==> config.mk <==
export PLATFORM = sky130hd
export DESIGN_NAME = reg_file_param
export DESIGN_NICKNAME = d
export VERILOG_FILES = /design/src/rtl/reg_file_param.sv
export SDC_FILE = /design/constraint.sdc
export NUM_CORES = 1
export LEC_CHECK = 0
export BUFFER_PORTS_ARGS = -buffer_cell sky130_fd_sc_hd__buf_2
export CAP_MARGIN = 25
export CELL_PAD_IN_SITES_DETAIL_PLACEMENT = 2
export CELL_PAD_IN_SITES_GLOBAL_PLACEMENT = 2
export CORE_UTILIZATION = 40
export DETAILED_ROUTE_END_ITERATION = 10
export PLACE_DENSITY = 0.85
export SYNTH_ARGS = -nofsm -noshare
export SYNTH_HDL_FRONTEND = slang
export SYNTH_SLANG_ARGS = --single-unit
==> constraint.sdc <==
create_clock -name clk -period 5.8 [get_ports clk]
set_input_delay 1.16 -clock clk [delete_from_list [all_inputs] [get_ports clk]]
set_output_delay 1.16 -clock clk [all_outputs]
set_load 0.005 [all_outputs]
==> src/rtl/reg_file_param.sv <==
// General-purpose register file: two combinational read ports, low/high write ports, one-register-per-cycle scrub engine.
// Optional macro REG_FILE_BYPASS_EN forwards accepted same-cycle write data to the read ports.
module reg_file_param #(
  parameter int DATA_W = 16,
  parameter int ADDR_W = 3
) (
  input  logic              clk,
  input  logic              reset,
  input  logic [ADDR_W-1:0] rd_addr_src,
  input  logic [ADDR_W-1:0] rd_addr_dst,
  output logic [DATA_W-1:0] rd_data_src,
  output logic [DATA_W-1:0] rd_data_dst,
  input  logic              wr_en_low,
  input  logic [ADDR_W-1:0] wr_addr_low,
  input  logic [DATA_W-1:0] wr_data_low,
  input  logic              wr_en_high,
  input  logic [ADDR_W-1:0] wr_addr_high,
  input  logic [DATA_W-1:0] wr_data_high,
  input  logic              clear_req,
  output logic              clear_busy,
  output logic              clear_done
);

  localparam int NUM_REGS = 2 ** ADDR_W;
  localparam logic [ADDR_W-1:0] LAST_IDX = ADDR_W'(NUM_REGS - 1);

  typedef enum logic {
    IDLE  = 1'b0,
    SCRUB = 1'b1
  } state_t;

  state_t            state_q, state_d;
  logic [ADDR_W-1:0] cnt_q, cnt_d;
  logic              done_q, done_d;
  logic [DATA_W-1:0] regs_q [NUM_REGS];
  logic [DATA_W-1:0] regs_d [NUM_REGS];

  logic              wr_acc_low;
  logic              wr_acc_high;
  logic [DATA_W-1:0] stored_src;
  logic [DATA_W-1:0] stored_dst;

  // Writes are only accepted while the scrub engine is idle.
  assign wr_acc_low  = wr_en_low  && (state_q == IDLE);
  assign wr_acc_high = wr_en_high && (state_q == IDLE);

  always_comb begin
    state_d = state_q;
    cnt_d   = cnt_q;
    done_d  = 1'b0;
    unique case (state_q)
      IDLE: begin
        if (clear_req) begin
          state_d = SCRUB;
          cnt_d   = '0;
        end
      end
      SCRUB: begin
        if (cnt_q == LAST_IDX) begin
          state_d = IDLE;
          done_d  = 1'b1;
        end else begin
          cnt_d = cnt_q + 1'b1;
        end
      end
      default: begin
        state_d = IDLE;
        cnt_d   = '0;
      end
    endcase
  end

  always_comb begin
    for (int i = 0; i < NUM_REGS; i++) begin
      regs_d[i] = regs_q[i];
    end
    // High port first so the low port overrides it on an address collision.
    if (wr_acc_high) begin
      regs_d[wr_addr_high] = wr_data_high;
    end
    if (wr_acc_low) begin
      regs_d[wr_addr_low] = wr_data_low;
    end
    if (state_q == SCRUB) begin
      regs_d[cnt_q] = '0;
    end
  end

  always_ff @(posedge clk) begin
    if (reset) begin
      state_q <= IDLE;
      cnt_q   <= '0;
      done_q  <= 1'b0;
      for (int i = 0; i < NUM_REGS; i++) begin
        regs_q[i] <= '0;
      end
    end else begin
      state_q <= state_d;
      cnt_q   <= cnt_d;
      done_q  <= done_d;
      for (int i = 0; i < NUM_REGS; i++) begin
        regs_q[i] <= regs_d[i];
      end
    end
  end

  assign stored_src = regs_q[rd_addr_src];
  assign stored_dst = regs_q[rd_addr_dst];

`ifdef REG_FILE_BYPASS_EN
  always_comb begin
    rd_data_src = stored_src;
    if (wr_acc_low && (wr_addr_low == rd_addr_src)) begin
      rd_data_src = wr_data_low;
    end else if (wr_acc_high && (wr_addr_high == rd_addr_src)) begin
      rd_data_src = wr_data_high;
    end
  end

  always_comb begin
    rd_data_dst = stored_dst;
    if (wr_acc_low && (wr_addr_low == rd_addr_dst)) begin
      rd_data_dst = wr_data_low;
    end else if (wr_acc_high && (wr_addr_high == rd_addr_dst)) begin
      rd_data_dst = wr_data_high;
    end
  end
`else
  assign rd_data_src = stored_src;
  assign rd_data_dst = stored_dst;
`endif

  assign clear_busy = (state_q == SCRUB);
  assign clear_done = done_q;

endmodule

# After elaboration in Yosys (flattened, before gate mapping)
# Memories as Yosys holds them, arrays and structs flattened.
# Cells that the tools add are included.
word_totals:
  reg_bits: 5
  ramBits: 128
  input_bits: 49
  output_inout_bits: 34
  wordCells: 64
  n_memories: 1
mem_list:
  columns: ["name", "words", "width", "read_ports", "rd_clocked_by_memory_dff", "write_ports", "line", "source"]
  rows:
  - ["regs_q", 8, 16, 10, 0, 8, "35", "logic [DATA_W-1:0] regs_q [NUM_REGS];"]
classes:
  add_sub_neg: 1
  order_cmp: 6
  eq_ne: 3
  muxes: 29
  n_bitwise: 14
  n_reduce_logical: 7
ops:
  columns: ["operator", "n"]
  rows:
  - ["$mux 128", 3]
  - ["$bwmux 128", 2]
  - ["$mux 16", 11]
  - ["$demux 16 s3", 3]
  - ["$and 128x128->128", 1]
  - ["$not 128->128", 1]
  - ["$ge 4x4->1 const B", 3]
  - ["$lt 4x1->1 const B", 3]
  - ["$not 3->4", 3]
  - ["$or 1x1->1", 8]
  - ["$mux 1", 6]
  - ["$mux 3", 2]
  - ["$pmux 3 s2", 1]
  - ["$logic_and 1x1->1", 5]
  - ["$ne 2x2->1 const B", 2]
  - ["$add 3x1->3 const B", 1]
  - ["$eq 3x3->1 const B", 1]
  - ["$pmux 1 s2", 1]
  - ["$reduce_and 2->1", 1]
  - ["$reduce_or 2->1", 1]
  - ["$not 1->1", 1]

# Logic depth before layout (Yosys ltp)
depth:
  depth_word: 12
  mapped_depth: 6
  depth_no_buf: 5

# Worst setup path after synthesis
# OpenSTA, ideal clock, no wires.
synth_timing:
  path_type: "input port to output port"
  start: "input port rd_addr_dst[0]"
  end: "output port rd_data_dst[0]"
  arrival_ns: 2.470
  t_required_ns: 4.640
  path_slack_ns: 2.170
  cell_stages: 4
  cell_sequence: "clkbuf_1 > buf_2 > mux4_2 > mux2_2"
synth_between:
  elab_chain_len: 1
synth_rtl:
  columns: ["item", "line", "source"]
  rows:
  - ["from (decl)", "10", "input logic [ADDR_W-1:0] rd_addr_dst,"]
  - ["$mem_v2 8x16", null, null]
  - ["to (decl)", "12", "output logic [DATA_W-1:0] rd_data_dst,"]
# No other way between the ends.

# Worst setup path in the final report
layout_timing:
  start: "input port rd_addr_dst[0]"
  end: "output port rd_data_dst[5]"
# Same word-level chain as after synthesis.

==> qor.csv <==
metric,value,unit
status,"finished, final reports clean",
synthToLayoutAreaGrowth,10.65,%
synth-edff-count,0,
crit_required,4.64,ns
cts_tree,built,
fin_area,9450,µm²
synthArstFlopShare,0,%
internal_power,1.774,mW
fin_util,45.10,%
cp_num_buf_inv,3,
layout.nets,989,
row_count,53,
place_congestion,0.8236,
synthesis.area,8541,µm²
post-route-period-util,71.93,%
setup.worst_path.class,in -> out,
postCtsHoldBufs,0,
cp.arrival,3.01,ns
firstDrtPassIters,5,
cpMostUsedCell,buf_2,
yosysSeqAreaShare,31.17,%
place_area,8800,µm²
grt-ovfl-total,0,
setup-tns-final,0,ns
root_buffer,clkbuf_16,
dieArea,21940,µm²
vdd_drop_max,0.2149,mV
worst_clock_skew,0.01324,ns
hp-class,reg -> reg,
hpwl,24.43,mm
core_area,20960,µm²
pwr-share-comb,16.7,%
ios,83,
drt_iter0_drc,1201,
drc,0,
cts_buffer_depth,2,
cts_setup_buffers,0,
swShare,31.73,%
p_sw,0.8246,mW
synth_nets,1019,
num-fill-cells,2310,
max_freq,239.7,MHz
grt_antenna_before_repair,0,
slew_headroom,22.81,%
synth_cells,968,
portBuffers,82,
period_minus_slack,4.172,ns
routed_via_density,7.578,
end_kind,primary output,
rsz0062_at_grt,no,
syn_avg_cell_area,8.823,µm²
grt_pass1_wl,64.02,mm
cellLeakagePower,2.973,nW
tightest_slew,1.158,ns
crit_slowest_cell,mux4_2,
clkPwrFrac,45.0,%
grt_max_degree,65,
hold_viol,0,
die_h,148.1,µm
insertion_delay,0.46,ns
ant_nets,0,
setup-violations-final,0,
num_vias,9291,
grt_pass1_vias,9833,
ctsResizeCount,0,
path_delay_family,buffers and inverters,
cp_max_fo,15,
synth-seq-cells,133,
fp.dieW,148.1,µm
grt_util_all_layers,40.30,%
cpPeakStageDelay,0.54,ns
wl_per_cell,35.19,µm
antennaDiodeCount,0,
wirelength,43.15,mm
clkTransAtPathRegs,0.07,ns
drive_above_1_share,25.34,%
p_seq_share,38.3,%
synth-main-ff-cell,dfxtp_1,
start_util,40.76,%
ys_warn_count,0,
cp_cell_sequence,buf_2 > buf_4 > mux4_2 > mux2_2 > buf_2,
p_total,2.599,mW
ys_types,34,
powerDensity,275.0,nW/µm²
slew_violations,0,
cts_buffers,17,
clock-sinks,133,
htreeDepth,4,
crit_path_start_kind,input port,
drv_cap,0,
==> worst reg2reg max path: stages, from the launching register on <==
cell and delay [ns]:
dfxtp_1 0.30, buf_4 0.27, or3b_2 0.79, or2_1 0.76, a311oi_1 0.51
==> worst paths after layout <==
check / start / to / slack [ns] / cells past startpoint
setup / recovery: rd_addr_dst[0] / rd_data_dst[5] / 1.63 / 5
hold reg to reg: regs_q[0][10] / regs_q[0][10] / 0.53 / 2
setup reg to reg: clear_busy / regs_q[0][4] / 3.06 / 4
hold / removal: regs_q[0][10] / regs_q[0][10] / 0.53 / 2
==> cell usage in the layout, fill, tap and decap left out, drive strengths merged, types with 6 or more instances in the layout <==
cell / n
clkinv: 6
dfxtp: 133
o21ai: 128
nand2: 124
nand3: 12
clkbuf: 18
mux2: 32
mux4: 64
buf: 100
or2: 10
a311oi: 128
nor2b: 16
nand2b: 6
nor3: 128
==> routing by layer <==
metal	global-route usage, %	up-vias	wire length [µm]
met5	0	-	0
met4	22.84	0	2069
met3	8.098	158	3990
met2	63.29	673	20170
met1	51.77	4794	16920
li1	-	3666	-
==> metrics by stage <==
stage / instances / setup WS (ns) / hold WS [ns]
floorplan: 968 / 2.170 / 0.4759
global placement: 1192 / 1.679 / 0.5047
detailed placement: 1192 / 1.620 / 0.5240
CTS: 1224 / 1.609 / 0.5332
global route: 1226 / 1.508 / 0.5553
finish: 1226 / 1.628 / 0.5318
==> cell families after synthesis <==
family | share of synthesized area (%)
AND/OR/NAND/NOR | 18.34
flip-flops | 31.17
multiplexers | 21.10
AO/OA/AOI/OAI | 21.71
adder cells (fa/ha/maj) | 0.2930
buffers and inverters | 7.383
==> sequential cells by signal (all words and copies together), names as in the netlist <==
| register | count |
|---|---|
| regs_q | 128 |
| cnt_q | 3 |
| clear_busy | 1 |
| clear_done | 1 |
==> cells in the mapped netlist (2+ instances only) <==
library cell / instances / area (µm²)
and4bb_2: 3 / 37.54
or2_1: 9 / 56.30
clkbuf_1: 95 / 356.6
dfxtp_1: 133 / 2663
mux2_2: 32 / 360.4
nor3_1: 128 / 640.6
a41o_1: 3 / 30.03
nor2b_1: 16 / 100.1
o21ai_0: 127 / 635.6
a21oi_1: 4 / 20.02
nand3_1: 12 / 60.06
a31o_2: 4 / 35.03
nand3b_1: 3 / 22.52
a311oi_1: 128 / 1121
and3b_1: 4 / 35.03
buf_1: 23 / 86.33
mux4_2: 64 / 1441
ha_1: 2 / 25.02
nand2b_1: 6 / 37.54
buf_2: 27 / 135.1
buf_6: 4 / 45.04
inv_1: 2 / 7.510
nor2_1: 3 / 11.26
nand2_1: 124 / 465.5
and4b_1: 3 / 30.03
==> power by group through the flow <==
stage / Sequential (mW) / Combinational, mW / Clock (mW)
6_report: 0.994 / 0.435 / 1.17
5_1_grt: 0.996 / 0.449 / 1.21
4_1_cts: 0.991 / 0.419 / 1.17
3_5_place_dp: 1.01 / 0.414 / 0
3_3_place_gp: 1.01 / 0.399 / 0
2_1_floorplan: 0.992 / 0.268 / 0
==> area by class of cell <==
type,count,area (µm²),area share [%]
clock buffer,18,429.2,4.541
clock inverter,14,178.9,1.893
inverter,2,7.507,0.07944
multi-input combinational,684,5255,55.61
sequential,133,2663,28.17
tap,275,344.1,3.641
timing repair buffer,100,573.1,6.064
No activity file was read; power rests on OpenSTA's default activity.
